==> config.mk <==
export PLATFORM = sky130hd
export DESIGN_NAME = fma16_arb
export DESIGN_NICKNAME = d
export VERILOG_FILES = /design/src/rtl/fma16_pkg.sv /design/src/rtl/fma16_rr_arb.sv /design/src/rtl/fma16_arb.sv
export SDC_FILE = /design/constraint.sdc
export NUM_CORES = 1
export LEC_CHECK = 0
export BUFFER_PORTS_ARGS = -buffer_cell sky130_fd_sc_hd__buf_4
export CORE_MARGIN = 3
export CORE_UTILIZATION = 48
export CTS_CLUSTER_DIAMETER = 200
export CTS_CLUSTER_SIZE = 8
export DETAILED_ROUTE_END_ITERATION = 7
export GPL_ROUTABILITY_DRIVEN = 0
export PLACE_DENSITY = 0.89
export SYNTH_ARGS = -nofsm -noshare
export SYNTH_HDL_FRONTEND = slang
export SYNTH_SLANG_ARGS = --single-unit
==> constraint.sdc <==
create_clock -name clk -period 3 [get_ports clk]
set_input_delay 0.3 -clock clk [delete_from_list [all_inputs] [get_ports clk]]
set_output_delay 0.3 -clock clk [all_outputs]
set_load 0.1 [all_outputs]
==> src/rtl/fma16_pkg.sv <==
// fma16_pkg: shared state, opcode and width definitions for the fp16 FMA arbiter.
package fma16_pkg;

    localparam int FP_W   = 16;
    localparam int FLAG_W = 4;
    localparam int IDX_W  = 2;

    typedef logic [1:0] op_t;

    typedef enum logic [1:0] {
        ST_IDLE = 2'd0,
        ST_EXEC = 2'd1,
        ST_RESP = 2'd2
    } state_t;

endpackage

==> src/rtl/fma16_rr_arb.sv <==
// fma16_rr_arb: round-robin selector. Searches upward from ptr with
// wrap-around and returns a one-hot grant plus the winning index.
module fma16_rr_arb
    import fma16_pkg::*;
#(
    parameter int NREQ = 2
) (
    input  logic [NREQ-1:0]  req,
    input  logic [IDX_W-1:0] ptr,
    output logic [NREQ-1:0]  grant,
    output logic [IDX_W-1:0] idx,
    output logic             found
);

    localparam int SW = IDX_W + 1;

    logic [SW-1:0] slot;

    // Walk the candidates starting at ptr and keep the first one that is requesting
    always_comb begin
        grant = '0;
        idx   = '0;
        found = 1'b0;
        slot  = '0;
        for (int k = 0; k < NREQ; k++) begin
            slot = {1'b0, ptr} + SW'(k);
            if (slot >= SW'(NREQ)) begin
                slot = slot - SW'(NREQ);
            end
            for (int j = 0; j < NREQ; j++) begin
                if (!found && (slot == SW'(j)) && req[j]) begin
                    grant[j] = 1'b1;
                    idx      = IDX_W'(j);
                    found    = 1'b1;
                end
            end
        end
    end

endmodule

==> src/rtl/fma16_arb.sv <==
// fma16_arb: shares one external combinational fp16 unit among NREQ requesters.
// One operation in flight at a time: IDLE grants, EXEC drives the unit for LAT
// cycles, RESP holds the result until the owner takes it.
module fma16_arb
    import fma16_pkg::*;
#(
    parameter int NREQ = 2,
    parameter int LAT  = 1
) (
    input  logic                 clk,
    input  logic                 reset_n,
    input  logic [NREQ-1:0]      req_valid,
    output logic [NREQ-1:0]      req_ready,
    input  logic [FP_W*NREQ-1:0] req_x,
    input  logic [FP_W*NREQ-1:0] req_y,
    input  logic [FP_W*NREQ-1:0] req_z,
    input  logic [2*NREQ-1:0]    req_op,
    output logic [NREQ-1:0]      rsp_valid,
    input  logic [NREQ-1:0]      rsp_ready,
    output logic [FP_W-1:0]      rsp_result,
    output logic [FLAG_W-1:0]    rsp_flags,
    output logic                 dp_valid,
    output logic [FP_W-1:0]      dp_x,
    output logic [FP_W-1:0]      dp_y,
    output logic [FP_W-1:0]      dp_z,
    output logic [1:0]           dp_op,
    input  logic [FP_W-1:0]      dp_result,
    input  logic [FLAG_W-1:0]    dp_flags,
    output logic                 busy,
    output logic [15:0]          op_count
);

    state_t            state, state_nxt;
    logic [IDX_W-1:0]  ptr, owner, win_idx;
    logic [NREQ-1:0]   grant;
    logic              win_any;
    logic [2:0]        cnt;
    logic              accept, capture, complete;
    logic              owner_ready;
    logic [FP_W-1:0]   sel_x, sel_y, sel_z;
    op_t               sel_op;

    fma16_rr_arb #(
        .NREQ (NREQ)
    ) u_rr (
        .req   (req_valid),
        .ptr   (ptr),
        .grant (grant),
        .idx   (win_idx),
        .found (win_any)
    );

    // Pick the winner's operand slices out of the packed request buses
    always_comb begin
        sel_x  = '0;
        sel_y  = '0;
        sel_z  = '0;
        sel_op = '0;
        for (int j = 0; j < NREQ; j++) begin
            if (grant[j]) begin
                sel_x  = req_x[j*FP_W +: FP_W];
                sel_y  = req_y[j*FP_W +: FP_W];
                sel_z  = req_z[j*FP_W +: FP_W];
                sel_op = req_op[j*2 +: 2];
            end
        end
    end

    // Response strobe goes only to the owner; only the owner's rsp_ready matters
    always_comb begin
        rsp_valid   = '0;
        owner_ready = 1'b0;
        for (int j = 0; j < NREQ; j++) begin
            if (owner == IDX_W'(j)) begin
                rsp_valid[j] = (state == ST_RESP);
                owner_ready  = rsp_ready[j];
            end
        end
    end

    // Next-state decode plus the accept/capture/complete strobes
    always_comb begin
        state_nxt = state;
        accept    = 1'b0;
        capture   = 1'b0;
        complete  = 1'b0;
        case (state)
            ST_IDLE: begin
                if (win_any) begin
                    accept    = 1'b1;
                    state_nxt = ST_EXEC;
                end
            end
            ST_EXEC: begin
                if (cnt == 3'd0) begin
                    capture   = 1'b1;
                    state_nxt = ST_RESP;
                end
            end
            ST_RESP: begin
                if (owner_ready) begin
                    complete  = 1'b1;
                    state_nxt = ST_IDLE;
                end
            end
            default: state_nxt = ST_IDLE;
        endcase
    end

    // State register; reset abandons any operation in flight
    always_ff @(posedge clk or negedge reset_n) begin
        if (!reset_n) begin
            state <= ST_IDLE;
        end else begin
            state <= state_nxt;
        end
    end

    // Operand latch, latency counter, result capture, pointer and completion count
    always_ff @(posedge clk or negedge reset_n) begin
        if (!reset_n) begin
            dp_x       <= '0;
            dp_y       <= '0;
            dp_z       <= '0;
            dp_op      <= '0;
            owner      <= '0;
            cnt        <= '0;
            rsp_result <= '0;
            rsp_flags  <= '0;
            ptr        <= '0;
            op_count   <= '0;
        end else begin
            if (accept) begin
                dp_x  <= sel_x;
                dp_y  <= sel_y;
                dp_z  <= sel_z;
                dp_op <= sel_op;
                owner <= win_idx;
                cnt   <= 3'(LAT - 1);
            end else if ((state == ST_EXEC) && (cnt != 3'd0)) begin
                cnt <= cnt - 3'd1;
            end
            if (capture) begin
                rsp_result <= dp_result;
                rsp_flags  <= dp_flags;
            end
            if (complete) begin
                op_count <= op_count + 16'd1;
                ptr      <= (owner == IDX_W'(NREQ - 1)) ? '0 : owner + IDX_W'(1);
            end
        end
    end

    assign req_ready = ((state == ST_IDLE) && reset_n) ? grant : '0;
    assign dp_valid  = (state == ST_EXEC);
    assign busy      = (state != ST_IDLE);

endmodule

==> flow_metrics.env <==
export IMPL_average_vias_per_placed_instance=5.36
export IMPL_use_met2=0.403
export IMPL_worst_hold_path_stage_count=2
export IMPL_route_detailed_drc=0
export IMPL_final_cell_utilization_of_the_core=0.749
export IMPL_die_wd_um=97.3
export IMPL_crit_buf_inv=0
export IMPL_hold_path_startpoint="req_z[12]"
export IMPL_fillers=534
export IMPL_met3_usage=0.0632
export IMPL_cp_cell_sequence="nor2_2 > o21a_1 > and2_1 > a221o_1"
export IMPL_die_extent_in_y_um=97.3
export IMPL_dr_total_vias=3505
export IMPL_synth_area_per_cell_sq_um=12.0
export IMPL_hpwlAfterDp_mm=8.41
export IMPL_regToRegStartpoint="state[1]"
export IMPL_wire_length_of_the_first_global_routing_pass_mm=18.3
export IMPL_setup_violations=0
export IMPL_number_of_cell_rows=32
export IMPL_antennaDiodeCount=0
export IMPL_drtAntennaViolNets=0
export IMPL_drt_iter0_markers=123
export IMPL_ctsHtreeMaxLevel=3
export IMPL_syn_inst=333
export IMPL_insertion_delay_ns=0.35
export IMPL_grt_overflow_total=0
export IMPL_maxCapViolCount=0
export IMPL_startpoint_type="flop"
export IMPL_share_of_post_route_cells_with_drive_strength_above_1=0.480
export IMPL_ctsRootBufferMaster="sky130_fd_sc_hd__clkbuf_8"
export IMPL_drt_first_pass_iters=5
export IMPL_post_synthesis_sequential_area_ratio=0.581
export IMPL_clock_sinks=93
export IMPL_tightest_slew_ns=1.16
export IMPL_grt_antenna_before_repair=0
export IMPL_worstSetupPathType="reg -> reg"
export IMPL_path_max_fanout=30
export IMPL_synth_edff_count=0
export IMPL_crit_reg2reg_capture="dp_y[7]"
export IMPL_finalInstanceArea_sq_um=5930
export IMPL_whs_ns=0.171
export IMPL_synth_async_reset_ratio=1.00
export IMPL_holdCritPathClass="in -> reg"
export IMPL_timing_reg2reg_worst_path_depth=4
export IMPL_placement_io_buffers=217
export IMPL_timing_final_hold_violations=0
export IMPL_worst_path_stages=4
export IMPL_grt_util_all_layers=0.237
export IMPL_hold_path_endpoint="dp_z[12]"
export IMPL_cp_data_arrival_time_ns=2.44
export IMPL_syn_area_sq_um=4000
export IMPL_timing_max_transition_violations_final=0
export IMPL_clk_pin_slew_worst_paths_ns=0.10
export IMPL_postPlaceCellArea_sq_um=5720
export IMPL_yosys_register_bits=93
export IMPL_skew_final_ns=0.0139
export IMPL_routed_wire_length_per_instance_um=17.2
export IMPL_synth_lib_cells_used_distinct=35
export IMPL_final_layout_setup_total_negative_slack_ns=0
export IMPL_cp_top_family="simple AND/OR/NAND/NOR gates"
export IMPL_setup_reg_to_reg_worst_slack_ns=0.84
export IMPL_critical_path_max_stage_delay_ns=0.87
export IMPL_flow_area_growth_from_synthesis_pct=48.3
export IMPL_status="finished, final reports clean"
export IMPL_worstSetupEndpointType="flop"
export IMPL_rsz0062_at_grt="no"
export IMPL_synth_top_flop_cell="sky130_fd_sc_hd__dfrtp_1"
export IMPL_slowest_stage="sky130_fd_sc_hd__and2_1"
export IMPL_coreArea_sq_um=7930
export IMPL_initial_util=0.505
export IMPL_cts_max_path_buffers=2
export IMPL_critical_path_required_ns=3.28
export IMPL_max_slew_margin_rel=0.229
export IMPL_maxClockFrequency_mhz=463
export IMPL_vias_in_the_first_global_route=3684
export IMPL_tritoncts="done"
export IMPL_synth_net_count=462
export IMPL_grt_use_met1=0.298
export IMPL_final_net_count=676
export IMPL_grt_max_degree=64
export IMPL_grt_busiest_layer="met2"
export IMPL_design_die_area_sq_um=9470
export IMPL_num_io_pins=218
export IMPL_fin_crit_share=0.719
export IMPL_ys_warnings_count=0
export IMPL_routed_wl_mm=11.2
export IMPL_finalCriticalPeriod_ns=2.16
export IMPL_numCtsBuffers=9
-- Yosys cell counts, types with 2 or more instances --
| master | instances | area, sq um |
|---|---|---|
| sky130_fd_sc_hd__buf_4 | 2 | 15.0 |
| sky130_fd_sc_hd__nand3_1 | 6 | 30.0 |
| sky130_fd_sc_hd__clkbuf_1 | 9 | 33.8 |
| sky130_fd_sc_hd__inv_1 | 4 | 15.0 |
| sky130_fd_sc_hd__and2_1 | 34 | 213 |
| sky130_fd_sc_hd__a221oi_1 | 20 | 175 |
| sky130_fd_sc_hd__mux2_2 | 20 | 225 |
| sky130_fd_sc_hd__xor2_1 | 7 | 61.3 |
| sky130_fd_sc_hd__and3_1 | 8 | 50.1 |
| sky130_fd_sc_hd__a21o_1 | 2 | 15.0 |
| sky130_fd_sc_hd__xnor2_1 | 10 | 87.6 |
| sky130_fd_sc_hd__nand2_1 | 9 | 33.8 |
| sky130_fd_sc_hd__a221o_1 | 30 | 300 |
| sky130_fd_sc_hd__buf_2 | 9 | 45.0 |
| sky130_fd_sc_hd__dfrtp_1 | 93 | 2330 |
| sky130_fd_sc_hd__a21boi_1 | 2 | 15.0 |
| sky130_fd_sc_hd__ha_1 | 3 | 37.5 |
| sky130_fd_sc_hd__nand2b_1 | 2 | 12.5 |
| sky130_fd_sc_hd__nor2_1 | 47 | 176 |
-- through the flow --
stage	worst slack, ns	std cells
2_1_floorplan	0.779	333
3_3_place_gp	0.950	637
3_5_place_dp	0.804	637
4_1_cts	0.825	654
5_1_grt	0.679	654
6_report	0.842	654
-- logic make-up (layout without fill, tap and decap cells) --
group,count (synthesis),count (layout),share of synthesized area
multiplexers,21,21,0.0597
adder cells (fa/ha/maj),3,3,0.00938
buffers and inverters,24,243,0.0272
flip-flops,93,93,0.581
AO/OA/AOI/OAI,58,58,0.133
AND/OR/NAND/NOR,117,117,0.153
XOR/XNOR,17,17,0.0372
-- per-layer routing --
metal  vias to the layer above  wire (um)
met3                        18        815
met1                      1700       4540
met2                       167       5670
li1                       1620          -
met5                         -          0
met4                         0        215
-- cell type report --
cell class / instances / area [sq um] / share of cell area
Clock inverter: 7 / 81.3 / 0.0137
Timing Repair Buffer: 223 / 1680 / 0.283
Multi-Input combinational cell: 216 / 1580 / 0.267
Tap cell: 102 / 128 / 0.0215
Inverter: 4 / 15.0 / 0.00253
Sequential cell: 93 / 2330 / 0.392
Clock buffer: 9 / 124 / 0.0209
-- state kept, by name, indices dropped and copies added, names as in the netlist --
register,count
rsp_result,16
op_count,16
owner,1
state,2
dp_x,16
dp_z,16
cnt,3
dp_op,2
rsp_flags,4
dp_y,16
ptr,1
-- worst max path at each step --
| stage | start | endpoint |
|---|---|---|
| 2_1_floorplan | state[0] | rsp_valid[0] |
| 3_3_place_gp | req_valid[0] | dp_x[3] |
| 3_5_place_dp | req_valid[0] | dp_y[7] |
| 4_1_cts | ptr[0] | dp_y[7] |
| 5_1_grt | ptr[0] | dp_y[5] |
| 6_report | state[1] | dp_y[7] |
-- worst register-to-register path, cell delays in order (launching register included) --
cell                      delay (ns)
sky130_fd_sc_hd__dfrtp_1        0.44
sky130_fd_sc_hd__nor2_2         0.29
sky130_fd_sc_hd__o21a_1         0.18
sky130_fd_sc_hd__and2_1         0.87
sky130_fd_sc_hd__a221o_1        0.31
-- placed cells by master, fill, tap and decap left out, types with 6 or more instances in the layout --
cell,synthesis,layout
sky130_fd_sc_hd__mux2_2,20,20
sky130_fd_sc_hd__nor2_1,47,47
sky130_fd_sc_hd__a221o_1,30,30
sky130_fd_sc_hd__xnor2_1,10,10
sky130_fd_sc_hd__nand3_1,6,6
sky130_fd_sc_hd__dfrtp_1,93,93
sky130_fd_sc_hd__a221oi_1,20,20
sky130_fd_sc_hd__buf_4,2,222
sky130_fd_sc_hd__xor2_1,7,7
sky130_fd_sc_hd__and3_1,8,8
sky130_fd_sc_hd__nand2_1,9,9
sky130_fd_sc_hd__and2_1,34,34
sky130_fd_sc_hd__clkbuf_8,0,9
-- repair_timing --
item                      in CTS  in global routing
hold endpoints to repair      30                  0
hold buffers                   1                  0
buffers inserted               0                  0
resized for setup              0                  0
Power is left out: the tool's default activity adds up to more than one toggle a clock period on the data nets, which glitch-free logic cannot reach.
